<file path="config.mk">
export PLATFORM = sky130hd
export DESIGN_NAME = alu_32
export DESIGN_NICKNAME = d
export VERILOG_FILES = /design/src/rtl/alu_pkg.sv /design/src/rtl/alu_32_comb.sv /design/src/rtl/alu_32.sv
export SDC_FILE = /design/constraint.sdc
export NUM_CORES = 1
export LEC_CHECK = 0
export ABC_AREA = 1
export ABC_CLOCK_PERIOD_IN_PS = 800
export BUFFER_PORTS_ARGS = -buffer_cell sky130_fd_sc_hd__buf_2
export CAP_MARGIN = 20
export CORE_ASPECT_RATIO = 0.7
export CORE_MARGIN = 5
export CORE_UTILIZATION = 55
export CTS_CLUSTER_SIZE = 20
export DETAILED_ROUTE_END_ITERATION = 10
export PLACE_DENSITY = 0.89
export SLEW_MARGIN = 10
export SYNTH_ARGS = -nofsm -noshare
export SYNTH_HDL_FRONTEND = slang
export SYNTH_HIERARCHICAL = 1
export SYNTH_SLANG_ARGS = --single-unit
</file>
<file path="constraint.sdc">
create_clock -name clk -period 0.8 [get_ports clk]
set_clock_uncertainty 0.15 [all_clocks]
set_input_delay 0.16 -clock clk [delete_from_list [all_inputs] [get_ports clk]]
set_output_delay 0.16 -clock clk [all_outputs]
set_load 0.02 [all_outputs]
</file>
<file path="src/rtl/alu_pkg.sv">
// Shared ALU definitions: operation encoding and datapath width.
package alu_pkg;

  localparam int ALU_W = 32;

  typedef enum logic [3:0] {
    ALU_ADD = 4'd0,
    ALU_SUB = 4'd1,
    ALU_AND = 4'd2,
    ALU_OR  = 4'd3,
    ALU_XOR = 4'd4,
    ALU_SLT = 4'd5,
    ALU_SLL = 4'd6,
    ALU_SRL = 4'd7,
    ALU_SRA = 4'd8
  } alu_op_t;

endpackage

</file>
<file path="src/rtl/alu_32_comb.sv">
// Combinational ALU core: one shared 33-bit adder serves ADD, SUB and SLT.
module alu_32_comb
  import alu_pkg::*;
(
  input  logic [ALU_W-1:0] a,
  input  logic [ALU_W-1:0] b,
  input  alu_op_t          op,
  output logic [ALU_W-1:0] y,
  output logic             z,
  output logic             n,
  output logic             c,
  output logic             v
);

  logic             w_sub;
  logic [ALU_W-1:0] w_b_opnd;
  logic [ALU_W:0]   w_sum;
  logic             w_v_add;
  logic             w_v_sub;
  logic [4:0]       w_shamt;

  // SLT reuses the subtract path; its result is sign(a-b) corrected by overflow.
  assign w_sub    = (op == ALU_SUB) || (op == ALU_SLT);
  assign w_b_opnd = w_sub ? ~b : b;
  assign w_sum    = {1'b0, a} + {1'b0, w_b_opnd} + {{ALU_W{1'b0}}, w_sub};
  assign w_v_add  = (a[ALU_W-1] == b[ALU_W-1]) && (w_sum[ALU_W-1] != a[ALU_W-1]);
  assign w_v_sub  = (a[ALU_W-1] != b[ALU_W-1]) && (w_sum[ALU_W-1] != a[ALU_W-1]);
  assign w_shamt  = b[4:0];

  always_comb begin
    y = '0;
    c = 1'b0;
    v = 1'b0;
    case (op)
      ALU_ADD: begin
        y = w_sum[ALU_W-1:0];
        c = w_sum[ALU_W];
        v = w_v_add;
      end
      ALU_SUB: begin
        y = w_sum[ALU_W-1:0];
        c = w_sum[ALU_W];
        v = w_v_sub;
      end
      ALU_AND: y = a & b;
      ALU_OR:  y = a | b;
      ALU_XOR: y = a ^ b;
      ALU_SLT: y = {{(ALU_W-1){1'b0}}, w_sum[ALU_W-1] ^ w_v_sub};
      ALU_SLL: y = a << w_shamt;
      ALU_SRL: y = a >> w_shamt;
      ALU_SRA: y = $signed(a) >>> w_shamt;
      default: y = '0;
    endcase
  end

  assign z = (y == '0);
  assign n = y[ALU_W-1];

endmodule

</file>
<file path="src/rtl/alu_32.sv">
// 32-bit ALU with registered result and NZCV flags, one cycle of latency.
module alu_32
  import alu_pkg::*;
(
  input  logic             clk,
  input  logic             rst_n,
  input  logic [ALU_W-1:0] a,
  input  logic [ALU_W-1:0] b,
  input  alu_op_t          op,
  output logic [ALU_W-1:0] y,
  output logic             z,
  output logic             n,
  output logic             c,
  output logic             v
);

  logic [ALU_W-1:0] w_y;
  logic             w_z;
  logic             w_n;
  logic             w_c;
  logic             w_v;

  logic [ALU_W-1:0] r_y;
  logic             r_z;
  logic             r_n;
  logic             r_c;
  logic             r_v;

  alu_32_comb u_comb (
    .a  (a),
    .b  (b),
    .op (op),
    .y  (w_y),
    .z  (w_z),
    .n  (w_n),
    .c  (w_c),
    .v  (w_v)
  );

  // Reset value reports a zero result, so z comes up set.
  always_ff @(posedge clk or negedge rst_n) begin
    if (!rst_n) begin
      r_y <= '0;
      r_z <= 1'b1;
      r_n <= 1'b0;
      r_c <= 1'b0;
      r_v <= 1'b0;
    end else begin
      r_y <= w_y;
      r_z <= w_z;
      r_n <= w_n;
      r_c <= w_c;
      r_v <= w_v;
    end
  end

  assign y = r_y;
  assign z = r_z;
  assign n = r_n;
  assign c = r_c;
  assign v = r_v;

endmodule

</file>
==> results.cfg, run 1 <==
[outcome]
outcome = did not finish
stop_stage = 5_1_grt
error_line = [ERROR GRT-0116] Global routing finished with congestion. Check the congestion regions in the DRC Viewer.

[synth]
avgSynthCellArea_sq_um = 5.57
yosysUniqueCellTypes = 42
ys_seq_area_share_pct = 9.91
yosysWarnings = 6
ys_ff_latch = 36
syn_inst = 1636
post_synth_instance_area_sq_mm = 0.00911
syn_nets = 1805

[clock_network]
cts.sinks = 36
cts_buffer_depth = 2
clockRootBuffer = clkbuf_16
cts-buffers-inserted = 5
htree_levels = 2

[grt]
overflow = 42
grt_max_degree = 66
grt_pass1_vias = 17000
grt_pass1_wl_mm = 99.4
track_usage_pct = 66.5

[placed_design]
port_buffers = 105
dpl_cell_area_sq_mm = 0.0121
hpwl_mm = 35.9
gp_congestion = 1.24

[floorplanning]
die_h_um = 118
start_util_pct = 55.9
rows = 39
dieWidth_um = 164
pin_count = 106
[synth_stat cells (all sizes together)]
cell | n | area (sq um)
nand2 | 525 | 2010
nand3 | 286 | 1460
inv | 168 | 631
nor2 | 152 | 571
ha | 98 | 1230
o21ai | 68 | 340
a21oi | 65 | 329
buf | 54 | 330
dfrtp | 35 | 876
xor2 | 31 | 272
o211ai | 23 | 173
nand4 | 22 | 138
clkbuf | 16 | 60.1
nor3 | 14 | 70.1
a221oi | 13 | 114
nand3b | 12 | 90.1
and2 | 10 | 62.6
a31oi | 7 | 43.8
or2 | 6 | 37.5
o2111ai | 5 | 43.8
o21a | 5 | 37.5
o21bai | 5 | 37.5
a21boi | 4 | 33.8
a211oi | 2 | 15.0
a21o | 2 | 15.0
and3 | 2 | 12.5
o211a | 2 | 20.0
dfstp | 1 | 26.3
fa | 1 | 20.0
nor4 | 1 | 6.26
xnor2 | 1 | 8.76
[routing by layer]
metal,GRT overflow,track usage (%)
met4,27,63.2
met1,1,66.3
met2,14,79.8
met3,0,57.5
met5,0,18.4
[per-stage QoR]
step	setup WS, ns	hold slack (ns)	instances
4_1_cts	-1.84	0.120	2265
3_5_place_dp	-2.43	-0.135	2209
3_3_place_gp	-2.26	-0.147	2209
2_1_floorplan	-1.63	-0.286	1636
[repair_timing]
item,4_1_cts
buffers inserted,47
hold buffers,1
resized for setup,318
hold endpoints to repair,36
cloned,3
pin swaps,106
endpoints found under the setup margin,72
[cell families after synthesis]
logic type / count (synthesis) / synth area share, %
flops: 36 / 9.91
xor+xnor: 32 / 3.08
fa+ha+maj: 99 / 13.7
buf+inv: 238 / 11.2
simple gates: 1030 / 48.9
compound gates: 201 / 13.2
==> run 2: changes to the inputs <==
Settings changed: ABC_CLOCK_PERIOD_IN_PS 800 to 1040, CORE_ASPECT_RATIO 0.7 to default, CORE_UTILIZATION 55 to 40, CTS_CLUSTER_SIZE 20 to default, PLACE_DENSITY 0.89 to default, PLACE_DENSITY_LB_ADDON from default to 0.15.
Clock period 0.8 ns to 1.04 ns, I/O delays scaled along.
==> run 2 against run 1 <==
The flow now finishes, with violations (negative setup slack). Synthesized area did not move. Synthesized cell count did not move.
==> results.cfg, run 2 <==
[outcome]
outcome = complete, but fails checks
violations = negative setup slack

[drt]
drtIter0Drc = 1619
num_vias = 13300
wire_per_inst_um = 20.4
route.detailed.drc = 0
via_per_inst = 5.64
drt_first_pass_iters = 6
routed_wl_mm = 48.3
drt.antenna.violating_nets = 0

[timing]
period_share_pct = 271
setup_viol = 72
relSlewSlack_pct = 57.0
fin_ws_ns = -1.78
fmax_mhz = 354
hold_slack_ns = 0.163
worst_pin_slew_ns = 0.646
slew_viol_final = 0
min_period_ns = 2.82
hold_viol_final = 0
rsz0062_at_grt = yes

[layout]
final_cell_mix = 431 x nand2_1, 347 x buf_4, 242 x nand3_1, 124 x inv_1, 89 x nor2_1
fin_nets = 2247
mostFrequentLayoutCell = nand2_1
diodes = 0
nFillCells = 1982
fin_util_pct = 66.8
syn2layout_area_growth_pct = 65.2
largest_reg_flops = 32
drive_above_1_share_pct = 41.2

[grt]
overflow = 0
grt_pass1_wl_mm = 70.3
track_usage_pct = 34.4
grt_max_degree = 49
grt_pass1_vias = 12300
antenna_found_initial = 0

[synth]
synthFlopType = dfrtp_1
post_synth_instance_area_sq_mm = 0.00911
yosysWarnings = 6
synth_edf_count = 0
avgSynthCellArea_sq_um = 5.57
ys_ff_latch = 36
syn_inst = 1636
synth_most_common_cell = nand2_1
yosys-top-cells-area = nand2_1 21%, nand3_1 15%, ha_1 13%, dfrtp_1 9.6%, inv_1 6.4%
synth_common_cells = 509 x nand2_1, 281 x nand3_1, 155 x inv_1
synth_top_cell_by_area = nand2_1
yosysUniqueCellTypes = 42
syn_nets = 1805
ys_seq_area_share_pct = 9.91
synth_top_area_share_pct = 21.0
async_reset_ff_share_pct = 100

[clock_network]
cts_tree = built
cts-buffers-inserted = 5
htree_levels = 2
cts_buffer_depth = 2
cts.sinks = 36
clkSlewWorstSetupHoldPaths_ns = 0.05
clockRootBuffer = clkbuf_16

[setup_path]
required_ns = 1.10
critPathKind = in -> reg
critPathMaxFanout = 8
critPathLaunchType = input port
end_kind = flop
arrival_ns = 2.88
startpoint = op[1]

[floorplanning]
start_util_pct = 40.5
rows = 55
pin_count = 106
dieWidth_um = 161
core_sq_mm = 0.0225
die_h_um = 161
die-area_sq_mm = 0.0259

[placed_design]
hpwl_mm = 37.9
gp_congestion = 1.04
port_buffers = 105

[worst_hold_path]
min_path_type = in -> async

[pwr]
leakage_uw = 0.00774
power_density_mw_per_mm2 = 820
peakVddDrop_mv = 0.792

[run]
drv_cap = 0
[run 2: cell counts after synthesis]
Identical to the previous run, type by type.
[run 2: layer usage]
| layer | GRT usage, % | routed length [um] |
|---|---|---|
| met3 | 2.08 | 3570 |
| met5 | 0 | 0 |
| met1 | 46.7 | 20100 |
| met4 | 14.1 | 2830 |
| met2 | 56.8 | 21900 |
[run 2: critical path: stages]
cell,delay (ns)
buf_12,0.12
inv_16,0.05
nand3_4,0.18
buf_12,0.22
xor2_1,0.23
ha_4,0.27
a21oi_2,0.17
inv_1,0.09
a21oi_4,0.17
o21ai_4,0.10
inv_1,0.10
nand2_4,0.07
nand2_4,0.10
nand2_2,0.07
nand2_2,0.09
nand3_2,0.07
nand2_2,0.10
nand3_1,0.09
nor2_2,0.14
nand3_1,0.09
nor2_1,0.11
[run 2: cells by family after synthesis]
kind of cell | count (synthesis) | share of synthesized area [%]
simple gates | 1030 | 48.9
buf+inv | 238 | 11.2
compound gates | 201 | 13.2
fa+ha+maj | 99 | 13.7
flops | 36 | 9.91
xor+xnor | 32 | 3.08
[run 2: through the flow]
stage	power (uW)	instances	worst slack, ns	area [sq um]	TNS, ns
after floorplan	5150	1636	-1.44	9340	-40.16
after global placement	8210	2306	-2.39	12500	-66.16
after detailed placement	8240	2306	-2.40	12500	-66.85
after CTS	11100	2346	-1.71	14000	-54.28
after global routing	13000	2364	-1.89	15000	-60.25
final	12300	2364	-1.78	15000	-57.15
[run 2: worst max path at each step]
stage	slack (ns)	to
detailed placement	-2.40	z
global placement	-2.39	z
finish	-1.78	z
CTS	-1.71	z
global route	-1.89	z
floorplan	-1.44	z
[run 2: what timing repair did]
item | CTS | global route
gates resized for setup | 324 | 201
endpoints found under the setup margin | 72 | 72
hold endpoints to repair | 36 | 0
pin swaps | 104 | 104
hold buffers | 1 | 0
setup buffers | 37 | 26
gates cloned | 1 | 0
[run 2: power by group]
group / total, uW / leakage (uW) / internal [uW] / switching [uW]
Sequential: 1640 / 0.000467 / 1560 / 80.6
Combinational: 9030 / 0.00719 / 3910 / 5120
Clock: 1650 / 0.0000808 / 1130 / 524
Total: 12300 / 0.00774 / 6600 / 5730
[run 2: area by class of cell]
type	count	area, sq um	share of cell area [%]
tap	285	357	2.37
clock inverter	2	35.0	0.233
multi-input combinational	1362	8850	58.9
sequential	36	902	6.00
clock buffer	6	129	0.857
timing repair buffer	505	4060	27.0
inverter	168	702	4.67
Note: power is estimated with default switching activity, not from simulation.
